===== src/rtl/seq_bin2seg_pkg.sv =====
// seq_bin2seg_pkg: shared FSM states, segment patterns and BCD sizing for seq_bin2seg
package seq_bin2seg_pkg;
  typedef enum logic [1:0] {IDLE, SHIFT, LOAD} state_t;
  localparam logic [6:0] SEG_BLANK = 7'b0000000;
  localparam logic [6:0] SEG_DASH = 7'b0000001;
  localparam logic [6:0] SEG_DIGIT [0:9] = '{
    7'b1111110, 7'b0110000, 7'b1101101, 7'b1111001, 7'b0110011,
    7'b1011011, 7'b1011111, 7'b1110000, 7'b1111111, 7'b1111011
  };
  function automatic int bcd_nibbles(input int in_w);
    int v;
    int n;
    v = (1 << in_w) - 1;
    n = 0;
    while (v > 0) begin
      v = v / 10;
      n++;
    end
    return n;
  endfunction
endpackage


===== src/rtl/seg7_enc.sv =====
// seg7_enc: one BCD digit to {a,b,c,d,e,f,g}, dash overrides blank
module seg7_enc
  import seq_bin2seg_pkg::*;
(
  input  logic [3:0] digit,
  input  logic       blank,
  input  logic       dash,
  output logic [6:0] seg
);
  assign seg = dash ? SEG_DASH : (blank || digit > 4'd9) ? SEG_BLANK : SEG_DIGIT[digit];
endmodule


===== src/rtl/seq_bin2seg.sv =====
// seq_bin2seg: double-dabble binary to DIGITS 7-segment digits, one bit per clock
// Define SEQ_BIN2SEG_LZB_EN to blank leading zero digits.
module seq_bin2seg
  import seq_bin2seg_pkg::*;
#(
  parameter int IN_W = 8,
  parameter int DIGITS = 3
) (
  input  logic                  clk,
  input  logic                  rst_n,
  input  logic                  start,
  input  logic [IN_W-1:0]       binIn,
  output logic                  busy,
  output logic                  done,
  output logic                  ovf,
  output logic [DIGITS*7-1:0]   segOut
);
  localparam int NEED = bcd_nibbles(IN_W);
  // one spare always-zero nibble keeps the overflow slice non-empty
  localparam int NB = (NEED > DIGITS ? NEED : DIGITS) + 1;
  localparam int CW = $clog2(IN_W + 1);
  if (IN_W < 1 || IN_W > 16) begin : g_bad_in_w
    $error("seq_bin2seg: IN_W must be 1..16");
  end
  if (DIGITS < 1 || DIGITS > 5) begin : g_bad_digits
    $error("seq_bin2seg: DIGITS must be 1..5");
  end
  state_t state, state_nx;
  logic [IN_W-1:0] sh;
  logic [4*NB-1:0] bcd, adj;
  logic [CW-1:0] cnt;
  logic [DIGITS*7-1:0] seg_nx;
  logic ovf_nx;
  always_comb begin
    state_nx = state == IDLE ? (start ? SHIFT : IDLE) :
               state == SHIFT ? (cnt == CW'(1) ? LOAD : SHIFT) : IDLE;
  end
  always_comb begin
    adj = bcd;
    for (int i = 0; i < NB; i++)
      adj[4*i+:4] = bcd[4*i+:4] >= 4'd5 ? bcd[4*i+:4] + 4'd3 : bcd[4*i+:4];
  end
  assign ovf_nx = |bcd[4*NB-1:4*DIGITS];
  for (genvar k = 0; k < DIGITS; k++) begin : g_dig
    logic blk;
`ifdef SEQ_BIN2SEG_LZB_EN
    assign blk = (k != 0) && (bcd[4*DIGITS-1:4*k] == '0);
`else
    assign blk = 1'b0;
`endif
    seg7_enc u_enc (
      .digit(bcd[4*k+:4]),
      .blank(blk),
      .dash (ovf_nx),
      .seg  (seg_nx[7*k+:7])
    );
  end
  always_ff @(posedge clk or negedge rst_n) begin
    if (!rst_n) begin
      state <= IDLE;
      busy <= 1'b0;
      done <= 1'b0;
      ovf <= 1'b0;
      segOut <= '0;
      sh <= '0;
      bcd <= '0;
      cnt <= '0;
    end else begin
      state <= state_nx;
      done <= state == LOAD;
      if (state == IDLE && start) begin
        sh <= binIn;
        bcd <= '0;
        cnt <= CW'(IN_W);
        busy <= 1'b1;
      end
      if (state == SHIFT) begin
        {bcd, sh} <= {adj, sh} << 1;
        cnt <= cnt - 1'b1;
      end
      if (state == LOAD) begin
        segOut <= seg_nx;
        ovf <= ovf_nx;
        busy <= 1'b0;
      end
    end
  end
endmodule


===== config.mk =====
export PLATFORM = sky130hd
export DESIGN_NAME = seq_bin2seg
export DESIGN_NICKNAME = d
export VERILOG_FILES = /design/src/rtl/seq_bin2seg_pkg.sv /design/src/rtl/seg7_enc.sv /design/src/rtl/seq_bin2seg.sv
export SDC_FILE = /design/constraint.sdc
export NUM_CORES = 1
export LEC_CHECK = 0
export CAP_MARGIN = 30
export CORE_ASPECT_RATIO = 0.9
export CORE_UTILIZATION = 60
export DETAILED_ROUTE_END_ITERATION = 16
export MAX_ROUTING_LAYER = met4
export PLACE_DENSITY = 0.85
export SLEW_MARGIN = 20
export SYNTH_ARGS = -nofsm -noshare
export SYNTH_HDL_FRONTEND = slang
export SYNTH_SLANG_ARGS = --single-unit

===== constraint.sdc =====
create_clock -name clk -period 4.7 [get_ports clk]
set_input_delay 0.94 -clock clk [delete_from_list [all_inputs] [get_ports clk]]
set_output_delay 0.94 -clock clk [all_outputs]
set_load 0.01 [all_outputs]

==> results of run 1 <==
==> layout by cell type (no fill, tap or decap), types with 8 or more instances in the layout <==
cell type        synthesis  final
nor2b_1                 14     14
o21ai_0                 37     37
clkdlybuf4s50_1          0     33
a21oi_1                 23     23
nor3_1                  10     10
nand2b_1                 8      8
ha_1                    20     20
nor2_1                  25     25
inv_1                   13     13
dfrtp_1                 54     54
nand2_1                 33     33
==> per-stage QoR <==
stage,power (uW),hold WS [ns],util,worst slack [ns],instance area (um^2)
floorplan,1598,0.4647,-,2.836,2850
global placement,1902,0.4619,0.7098,1.901,3207
detailed placement,1938,0.4692,0.7098,1.856,3207
CTS,2216,0.4898,0.7300,2.181,3298
global route,2420,0.5205,0.7300,2.016,3298
finish,2213,0.4822,0.7300,2.192,3298
==> report_power, final <==
group / switching (uW) / total, uW / internal, uW
Sequential: 220 / 877 / 658
Combinational: 557 / 1070 / 513
Clock: 146 / 265 / 119
Total: 923 / 2210 / 1290
==> worst paths after layout <==
| check | cells after the start | slack, ns | from | endpoint |
|---|---|---|---|---|
| hold reg to reg | 2 | 0.48 | segOut[19]$_DFFE_PN0P_ | segOut[19]$_DFFE_PN0P_ |
| setup reg to reg | 4 | 2.24 | state[1]$_DFF_PN0_ | segOut[4]$_DFFE_PN0P_ |
| max in group asynchronous | 2 | 3.51 | rst_n | sh[7]$_DFFE_PN0P_ |
| hold / removal | 2 | 0.48 | segOut[19]$_DFFE_PN0P_ | segOut[19]$_DFFE_PN0P_ |
| min in group asynchronous | 2 | 0.74 | rst_n | segOut[16]$_DFFE_PN0P_ |
| setup / recovery | 5 | 2.19 | start | bcd[15]$_DFFE_PN0P_ |
==> cell type report <==
class / count / area share
multi-input combinational: 223 / 0.4181
sequential: 54 / 0.4097
timing repair buffer: 36 / 0.1062
clock buffer: 7 / 0.02618
tap: 62 / 0.02352
inverter: 13 / 0.01480
clock inverter: 1 / 0.001517
==> cell families after synthesis <==
| kind of cell | after synthesis | synth area share |
|---|---|---|
| compound gates | 94 | 0.1975 |
| xor+xnor | 5 | 0.01536 |
| fa+ha+maj | 20 | 0.08780 |
| buf+inv | 30 | 0.04214 |
| flops | 54 | 0.4741 |
| mux | 2 | 0.007024 |
| simple gates | 102 | 0.1760 |
==> cell usage after synthesis, drive strengths merged <==
| master | number | area share |
|---|---|---|
| a32o | 3 | 0.011 |
| nand3b | 1 | 0.0026 |
| a221o | 2 | 0.0070 |
| o22ai | 7 | 0.015 |
| or2 | 1 | 0.0022 |
| nor4b | 1 | 0.0083 |
| o32ai | 1 | 0.0031 |
| clkbuf | 11 | 0.014 |
| o311ai | 3 | 0.0092 |
| nor2b | 14 | 0.031 |
| nand2 | 33 | 0.043 |
| nor3b | 4 | 0.011 |
| ha | 20 | 0.088 |
| nor2 | 25 | 0.033 |
| a22oi | 7 | 0.018 |
| dfrtp | 54 | 0.47 |
| nor3 | 10 | 0.018 |
| xnor2 | 4 | 0.012 |
| xor2 | 1 | 0.0031 |
| mux2i | 2 | 0.0070 |
| nand2b | 8 | 0.018 |
| nand3 | 2 | 0.0035 |
| o211ai | 3 | 0.0079 |
| and3 | 1 | 0.0022 |
| buf | 6 | 0.011 |
| o31ai | 7 | 0.018 |
| o21ai | 37 | 0.065 |
| inv | 13 | 0.017 |
| and2 | 2 | 0.0044 |
| a21oi | 23 | 0.040 |
| a31oi | 1 | 0.0022 |
==> critical path: cells and delay by family <==
| kind | cells | cell delay, ns |
|---|---|---|
| AO/OA/AOI/OAI | 2 | 0.40 |
| buffers and inverters | 1 | 0.70 |
| AND/OR/NAND/NOR | 2 | 0.67 |
==> state kept, by name (all words and copies together) (netlist names) <==
| signal | count |
|---|---|
| done | 1 |
| cnt | 4 |
| sh | 8 |
| bcd | 16 |
| segOut | 21 |
| state | 2 |
| busy | 1 |
| ovf | 1 |
==> routing by layer <==
| layer | share of wire | wire (um) |
|---|---|---|
| met1 | 0.48 | 2683 |
| met4 | 0.014 | 76 |
| met3 | 0.027 | 148 |
| met2 | 0.48 | 2649 |
| met5 | 0 | 0 |
==> summary.md, run 1 <==
| Metric | Value |
|---|---|
| Routability cong. | `0.8049` |
| Final ANT Viol Nets | `0` |
| Critical path type | `in -> reg` |
| Final wirelength | `5558 um` |
| Setup tns final | `0 ns` |
| CTS root buffer | `clkbuf_8` |
| Area growth syn-to-layout | `15.72%` |
| Nets | `364` |
| RSZ-0062 raised after global routing | `false` |
| Vias/cell | `5.662` |
| Core footprint | `4518 um^2` |
| Slew Limit Fails | `0` |
| Initial Utilization | `0.6309` |
| CP Capture Type | `flop` |
| Register area share after synthesis | `0.4741` |
| Worst hold-check path type | `reg -> reg` |
| Final-report hold violation count | `0` |
| Slew margin rel. | `0.4308` |
| Max cap viols | `0` |
| Die area | `5030 um^2` |
| # hold bufs at CTS | `0` |
| First-pass iteration count of the detailed router | `4` |
| Detailed Place HPWL | `3725 um` |
| FF+latch area | `1351 um^2` |
| Initial DRC count | `145` |
| Top Usage Layer GRT | `met2` |
| H-tree depth | `2` |
| DR WL/cell | `14.04 um` |
| CP Cell Sequence | `clkdlybuf4s50_1 -> nor2_1 -> nor2_1 -> o31ai_1 -> a32o_1` |
| GR Util met3 | `0.04179` |
| First-pass GRT wire length | `9515 um` |
| Crit Path Max Fanout | `12` |
| Row count | `23` |
| Period Utilization, post-route | `0.5335` |
| Antenna violations before repair | `0` |
| Grt ovf | `0` |
| Count of cell types in the netlist | `31` |
| Multi-input gate area | `1379 um^2` |
| CP peak stage delay | `0.70 ns` |
| Die W | `74.65 um` |
| Actual slew at the worst max-slew pin | `0.8538 ns` |
| Slowest CP cell | `clkdlybuf4s50_1` |
| Max Clock Freq | `0.3988 GHz` |
| CTS tree | `done` |
| GR Util met1 | `0.3401` |
| Static Leakage | `0.001444 uW` |
| CTS Buf Count | `5` |
| Syn Inst Count | `307` |
| Worst-Skew Late Latency | `0.31 ns` |
| CTS clk-pin slew, worst paths | `0.09 ns` |
| # DRC | `0` |
| Arr. time, crit path | `2.71 ns` |
| Crit path required time | `4.90 ns` |
| Via count | `2242` |
| Startpoint types | `input pin` |
| Post-cts sizing count | `0` |
| FF+latch count, synth | `54` |
| IO Port Bufs | `34` |
| Placed Cells incl. Taps | `388` |
| Worst Clk Skew | `0.006556 ns` |
| Cell area power density | `670.8 nW/um^2` |
| CP dominant cell by count | `nor2_1` |
| CTS max path bufs | `2` |
| Number of global-route vias before repair | `2053` |
| Mapped Nets | `338` |
| Minimum clock period | `2.508 ns` |
| Max rail drop VDD | `420.5 uV` |
| Die height | `67.39 um` |
| I/O Pins | `35` |
| Fillers | `354` |
| Total track usage | `0.2594` |
| Non-Filler Instances | `396` |
| Finish-stage setup viols | `0` |
| Status | `complete, no violations` |
| Largest net degree at the start of global routing | `55` |
| Antenna Cells | `0` |
| Post-CTS Setup Bufs | `0` |
| Post-Syn Area | `2850 um^2` |
| Yosys warns | `0` |
| Share of layout cells above drive strength 1 | `0.03593` |
| Global-route track usage on met2 | `0.4099` |
| Mean area per synthesized cell | `9.284 um^2` |
| Clock sinks | `54` |
Note: power is estimated with default switching activity, not from simulation.
==> run 2, diff against run 1 <==
Settings changed: CORE_UTILIZATION 60 to 50, PLACE_DENSITY 0.85 to 0.76.
Clock period 4.7 ns to 2.1 ns, I/O delays scaled along.
==> run 2 against run 1 <==
Effect of this change: register-to-register slack got worse by 2.0 ns; sequential power rose by 120%; first-iteration DRC count fell by 37%; core utilization fell by 9.3 points; via count rose by 1.2%; wire length rose by 2.3%; clock-buffer cell count fell by 1; combinational power rose by 130%; cell area rose by 3.9%; worst hold slack got worse by 0.39 ns; sequential cell count did not move; largest power group unchanged; highest routed layer unchanged.
==> summary.md, run 2 (same netlist as run 1, synthesis figures left out) <==
| Metric | Value |
|---|---|
| Total track usage | `0.2212` |
| Max rail drop VDD | `857.6 uV` |
| Crit path required time | `2.32 ns` |
| Startpoint types | `flop` |
| Clock sinks | `54` |
| Period Utilization, post-route | `0.8868` |
| Final wirelength | `5686 um` |
| Via count | `2268` |
| Max cap viols | `0` |
| Die area | `6007 um^2` |
| CTS Buf Count | `5` |
| # DRC | `0` |
| Final ANT Viol Nets | `0` |
| CP Capture Type | `flop` |
| Initial Utilization | `0.5298` |
| Vias/cell | `5.545` |
| Critical path type | `reg -> reg` |
| Minimum clock period | `1.862 ns` |
| Top reg by flops | `segOut` |
| Row count | `25` |
| Setup tns final | `0 ns` |
| Largest net degree at the start of global routing | `55` |
| Crit Path Max Fanout | `14` |
| Slew margin rel. | `0.5495` |
| Routability cong. | `0.7949` |
| Number of global-route vias before repair | `2111` |
| RSZ-0062 raised after global routing | `false` |
| Placed Area | `3286 um^2` |
| I/O Pins | `35` |
| # hold bufs at CTS | `0` |
| CTS clk-pin slew, worst paths | `0.10 ns` |
| Detailed Place HPWL | `4062 um` |
| Finished Cell Area | `3428 um^2` |
| Antenna Cells | `0` |
| Max Clock Freq | `0.5370 GHz` |
| Grt ovf | `0` |
| Slew Limit Fails | `0` |
| CTS tree | `done` |
| Final-report hold violation count | `0` |
| CTS root buffer | `clkbuf_8` |
| Static Leakage | `0.001509 uW` |
| Worst-Skew Late Latency | `0.31 ns` |
| Initial DRC count | `92` |
| Final Worst Setup Slack | `0.2377 ns` |
| Max FFs per register | `21` |
| Post-CTS Setup Bufs | `0` |
| Share of layout cells above drive strength 1 | `0.06140` |
| Finish-stage setup viols | `0` |
| Post-cts sizing count | `0` |
| Largest regs | `segOut x21, bcd x16, sh x8` |
| Commonest non-fill, non-tap cell in the layout | `dfrtp_1` |
| Worst hold-check path type | `in -> async` |
| Nets | `372` |
| H-tree depth | `2` |
| Place WS | `0.2140 ns` |
| Antenna violations before repair | `0` |
| Die W | `81.59 um` |
| DR WL/cell | `13.90 um` |
| Die height | `73.63 um` |
| Commonest non-fill, non-tap cells in the layout | `dfrtp_1, o21ai_0, nand2_1, clkdlybuf4s50_1, nor2_1` |
| First-pass iteration count of the detailed router | `4` |
| First-pass GRT wire length | `9804 um` |
| Worst Clk Skew | `0.009258 ns` |
| Arr. time, crit path | `2.08 ns` |
| IO Port Bufs | `34` |
| Cell area power density | `1530 nW/um^2` |
| Status | `complete, no violations` |
| CTS max path bufs | `2` |
| Core footprint | `5380 um^2` |
| Area growth syn-to-layout | `20.28%` |
| Actual slew at the worst max-slew pin | `0.6757 ns` |
-- run 2: changes by cell type in the layout (fill, tap and decap cells not counted), sizes merged --
cell and change:
bufinv +2, clkinv -1, clkbuf -1, buf +8
-- run 2: layout make-up --
class                      instances  area (um^2)
sequential                        54         1351
inverter                          13        48.80
timing repair buffer              44        422.9
clock inverter                     2        60.06
fill                             458         1952
clock buffer                       6        82.58
tap                               67        83.83
multi-input combinational        223         1379
-- run 2: through the flow --
stage                     total power, uW  std cells  hold WS [ns]  utilization
after floorplan                      3577        307        0.1244            -
after global placement               4353        401        0.4357       0.6107
after detailed placement             4434        401        0.4371       0.6107
after CTS                            5284        409       0.09940       0.6372
after global routing                 5736        409        0.1038       0.6372
final                                5247        409       0.08948       0.6372
-- run 2: path summary, 6_finish.rpt --
| kind | startpoint | slack, ns | depth (start not counted) | end |
|---|---|---|---|---|
| hold reg to reg | segOut[13]$_DFFE_PN0P_ | 0.49 | 2 | segOut[13]$_DFFE_PN0P_ |
| min in group clk | segOut[13]$_DFFE_PN0P_ | 0.49 | 2 | segOut[13]$_DFFE_PN0P_ |
| max in group asynchronous | rst_n | 1.78 | 2 | bcd[15]$_DFFE_PN0P_ |
| setup / recovery | state[0]$_DFF_PN0_ | 0.24 | 4 | segOut[4]$_DFFE_PN0P_ |
| hold / removal | rst_n | 0.09 | 2 | segOut[8]$_DFFE_PN0P_ |
| setup reg to reg | state[0]$_DFF_PN0_ | 0.24 | 4 | segOut[4]$_DFFE_PN0P_ |
-- run 2: critical path: stages (launching register included) --
cell	delay, ns
dfrtp_1	0.53
nand2b_1	0.25
nor4b_4	0.53
nand2_1	0.24
o21ai_0	0.22
-- run 2: power by group --
part           switching (uW)  internal (uW)  leakage (uW)
sequential                498           1470      0.000702
combinational            1240           1200      0.000735
clock                     330            508     0.0000714
-- run 2: metal layers --
metal | vias up | track usage | share of wire
met5 | - | - | 0
met4 | 0 | 0.06823 | 0.0097
met3 | 5 | 0.04224 | 0.033
met2 | 40 | 0.3481 | 0.48
met1 | 1087 | 0.2894 | 0.48
li1 | 1136 | - | -
==> run 3, diff against run 2 <==
Settings changed: CORE_MARGIN set to 2.
==> run 3 against run 2 <==
Effect of this change: register-to-register slack better by 0.06 ns; via count is essentially flat; die area is 5.2% higher; cell area decreased by 0.73%; clock-buffer cell count grew 1; non-clock buffer count up 1; clock skew grew 0.0027 ns; wire length decreased by 0.16%; maximum frequency rose by 3.3%; sequential share of layout area rose by 0.29 points.
==> summary.md, run 3 (same netlist as run 1, synthesis figures left out) <==
| Metric | Value |
|---|---|
| Status | `complete, no violations` |
| Final Worst Setup Slack | `0.2972 ns` |
| Actual slew at the worst max-slew pin | `0.6607 ns` |
| RR Endpoint | `bcd[1]$_DFFE_PN0P_` |
| Die area | `6321 um^2` |
| P_sw | `2061 uW` |
| Antenna Cells | `0` |
| Final wirelength | `5677 um` |
| Crit path required time | `2.26 ns` |
| Detailed Place HPWL | `4086 um` |
| # hold bufs at CTS | `0` |
| Number of global-route vias before repair | `2117` |
| Multi-input gate area | `1379 um^2` |
| Die W | `83.59 um` |
| Top Family by Delay on Critical Path | `flip-flops` |
| P_int | `3041 uW` |
| CP Cell Sequence | `inv_1 -> ha_1 -> nand2b_1 -> a21oi_1 -> xnor2_1 -> o22ai_1` |
| Final ANT Viol Nets | `0` |
| Cell area power density | `1499 nW/um^2` |
| Static Leakage | `0.001495 uW` |
| Commonest non-fill, non-tap cell in the layout | `dfrtp_1` |
| CTS root buffer | `clkbuf_8` |
| # DRC | `0` |
| I/O Pins | `35` |
| Max Clock Freq | `0.5547 GHz` |
| Fillers | `485` |
| Via count | `2270` |
| Largest regs | `segOut x21, bcd x16, sh x8` |
| Slew margin rel. | `0.5595` |
| Period Utilization, post-route | `0.8585` |
| Startpoint types | `flop` |
| Place WS | `0.2778 ns` |
| CTS clk-pin slew, worst paths | `0.09 ns` |
| Minimum clock period | `1.803 ns` |
| Sequential power share | `0.376` |
| Worst Clk Skew | `0.01198 ns` |
| Finish-stage setup viols | `0` |
| Register-to-Register Path Depth | `6` |
| Worst reg2reg startpoint | `bcd[1]$_DFFE_PN0P_` |
| Antenna violations before repair | `0` |
| CTS tree | `done` |
| Critical path type | `reg -> reg` |
| H-tree depth | `2` |
| Area growth syn-to-layout | `19.40%` |
| Slowest CP cell | `dfrtp_1` |
| Core footprint | `5595 um^2` |
| Comb power frac | `0.489` |
| Initial DRC count | `131` |
| CP peak stage delay | `0.48 ns` |
| RSZ-0062 raised after global routing | `false` |
| Final-report hold violation count | `0` |
| Crit Path Max Fanout | `7` |
| First-pass GRT wire length | `9798 um` |
| Vias/cell | `5.496` |
| Largest net degree at the start of global routing | `35` |
| Switching Share | `0.4039` |
| Worst hold-check path type | `in -> async` |
| Row count | `26` |
| Max FFs per register | `21` |
| FF+latch area | `1351 um^2` |
| DR WL/cell | `13.75 um` |
| CP Capture Type | `flop` |
| Top reg by flops | `segOut` |
| IO Port Bufs | `34` |
| Slew Limit Fails | `0` |
| Die height | `75.63 um` |
| Total track usage | `0.1982` |
| Commonest non-fill, non-tap cells in the layout | `dfrtp_1, o21ai_0, nand2_1, clkdlybuf4s50_1, nor2_1` |
| Clock power share | `0.135` |
| Post-CTS Setup Bufs | `0` |
| CTS max path bufs | `2` |
| Max cap viols | `0` |
| First-pass iteration count of the detailed router | `4` |
| Nets | `373` |
| Setup tns final | `0 ns` |
| Grt ovf | `0` |
| FF-to-FF setup slack | `0.30 ns` |
| Routability cong. | `0.8194` |
| Arr. time, crit path | `1.96 ns` |
| CTS Buf Count | `5` |
| Post-cts sizing count | `0` |
| Worst-Skew Late Latency | `0.31 ns` |
| Clock sinks | `54` |
| Share of layout cells above drive strength 1 | `0.05831` |
| Max rail drop VDD | `612.4 uV` |
| CP Buf/Inv Count | `1` |
| Initial Utilization | `0.5094` |
-- run 3: cell count changes in the layout (fill, tap and decap cells not counted), sizes merged --
cell and delta:
clkbuf +1, buf +1, bufinv -1
-- run 3: area by class of cell --
cell class / count / area share
inverters: 13 / 0.01434
clock inverters: 1 / 0.008824
clock buffers: 7 / 0.02243
multi-input cells: 223 / 0.4051
repair buffers: 45 / 0.1265
well taps: 70 / 0.02574
flip-flops and latches: 54 / 0.3971
-- run 3: through the flow --
stage	utilization	std cells	total power, uW	hold slack (ns)	instance area (um^2)
after floorplan	-	307	3577	0.1244	2850
after global placement	0.5892	405	4353	0.4140	3297
after detailed placement	0.5892	405	4447	0.4172	3297
after CTS	0.6082	413	5147	0.07904	3403
after global routing	0.6082	413	5568	0.08997	3403
final	0.6082	413	5102	0.07028	3403
-- run 3: per-layer routing --
layer / track usage / vias up / wire (um)
met3: 0.03467 / 7 / 164
met2: 0.3360 / 29 / 2698
met4: 0.05376 / 0 / 59
met5: - / - / 0
li1: - / 1135 / -
met1: 0.2516 / 1099 / 2754
-- run 3: worst max path at each step --
stage / start / end / slack [ns] / cells after the start
2_1_floorplan: bcd[8]$_DFFE_PN0P_ / bcd[10]$_DFFE_PN0P_ / 0.60 / 6
3_3_place_gp: start / bcd[14]$_DFFE_PN0P_ / 0.28 / 4
3_5_place_dp: start / bcd[14]$_DFFE_PN0P_ / 0.28 / 4
4_1_cts: bcd[1]$_DFFE_PN0P_ / bcd[1]$_DFFE_PN0P_ / 0.31 / 6
5_1_grt: bcd[12]$_DFFE_PN0P_ / segOut[4]$_DFFE_PN0P_ / 0.14 / 5
6_report: bcd[1]$_DFFE_PN0P_ / bcd[1]$_DFFE_PN0P_ / 0.30 / 6
-- run 3: power groups by stage --
stage	clock [uW]	sequential [uW]	combinational [uW]
after floorplan	0	1850	1730
after global placement	0	1910	2440
after detailed placement	0	1940	2510
after CTS	709	1920	2520
after global routing	754	2000	2820
final	690	1920	2490
-- run 3: worst reg2reg max path, stage by stage (launching register included) --
cell and delay [ns]:
dfrtp_1 0.48, inv_1 0.13, ha_1 0.24, nand2b_1 0.15, a21oi_1 0.39, xnor2_1 0.17
o22ai_1 0.09
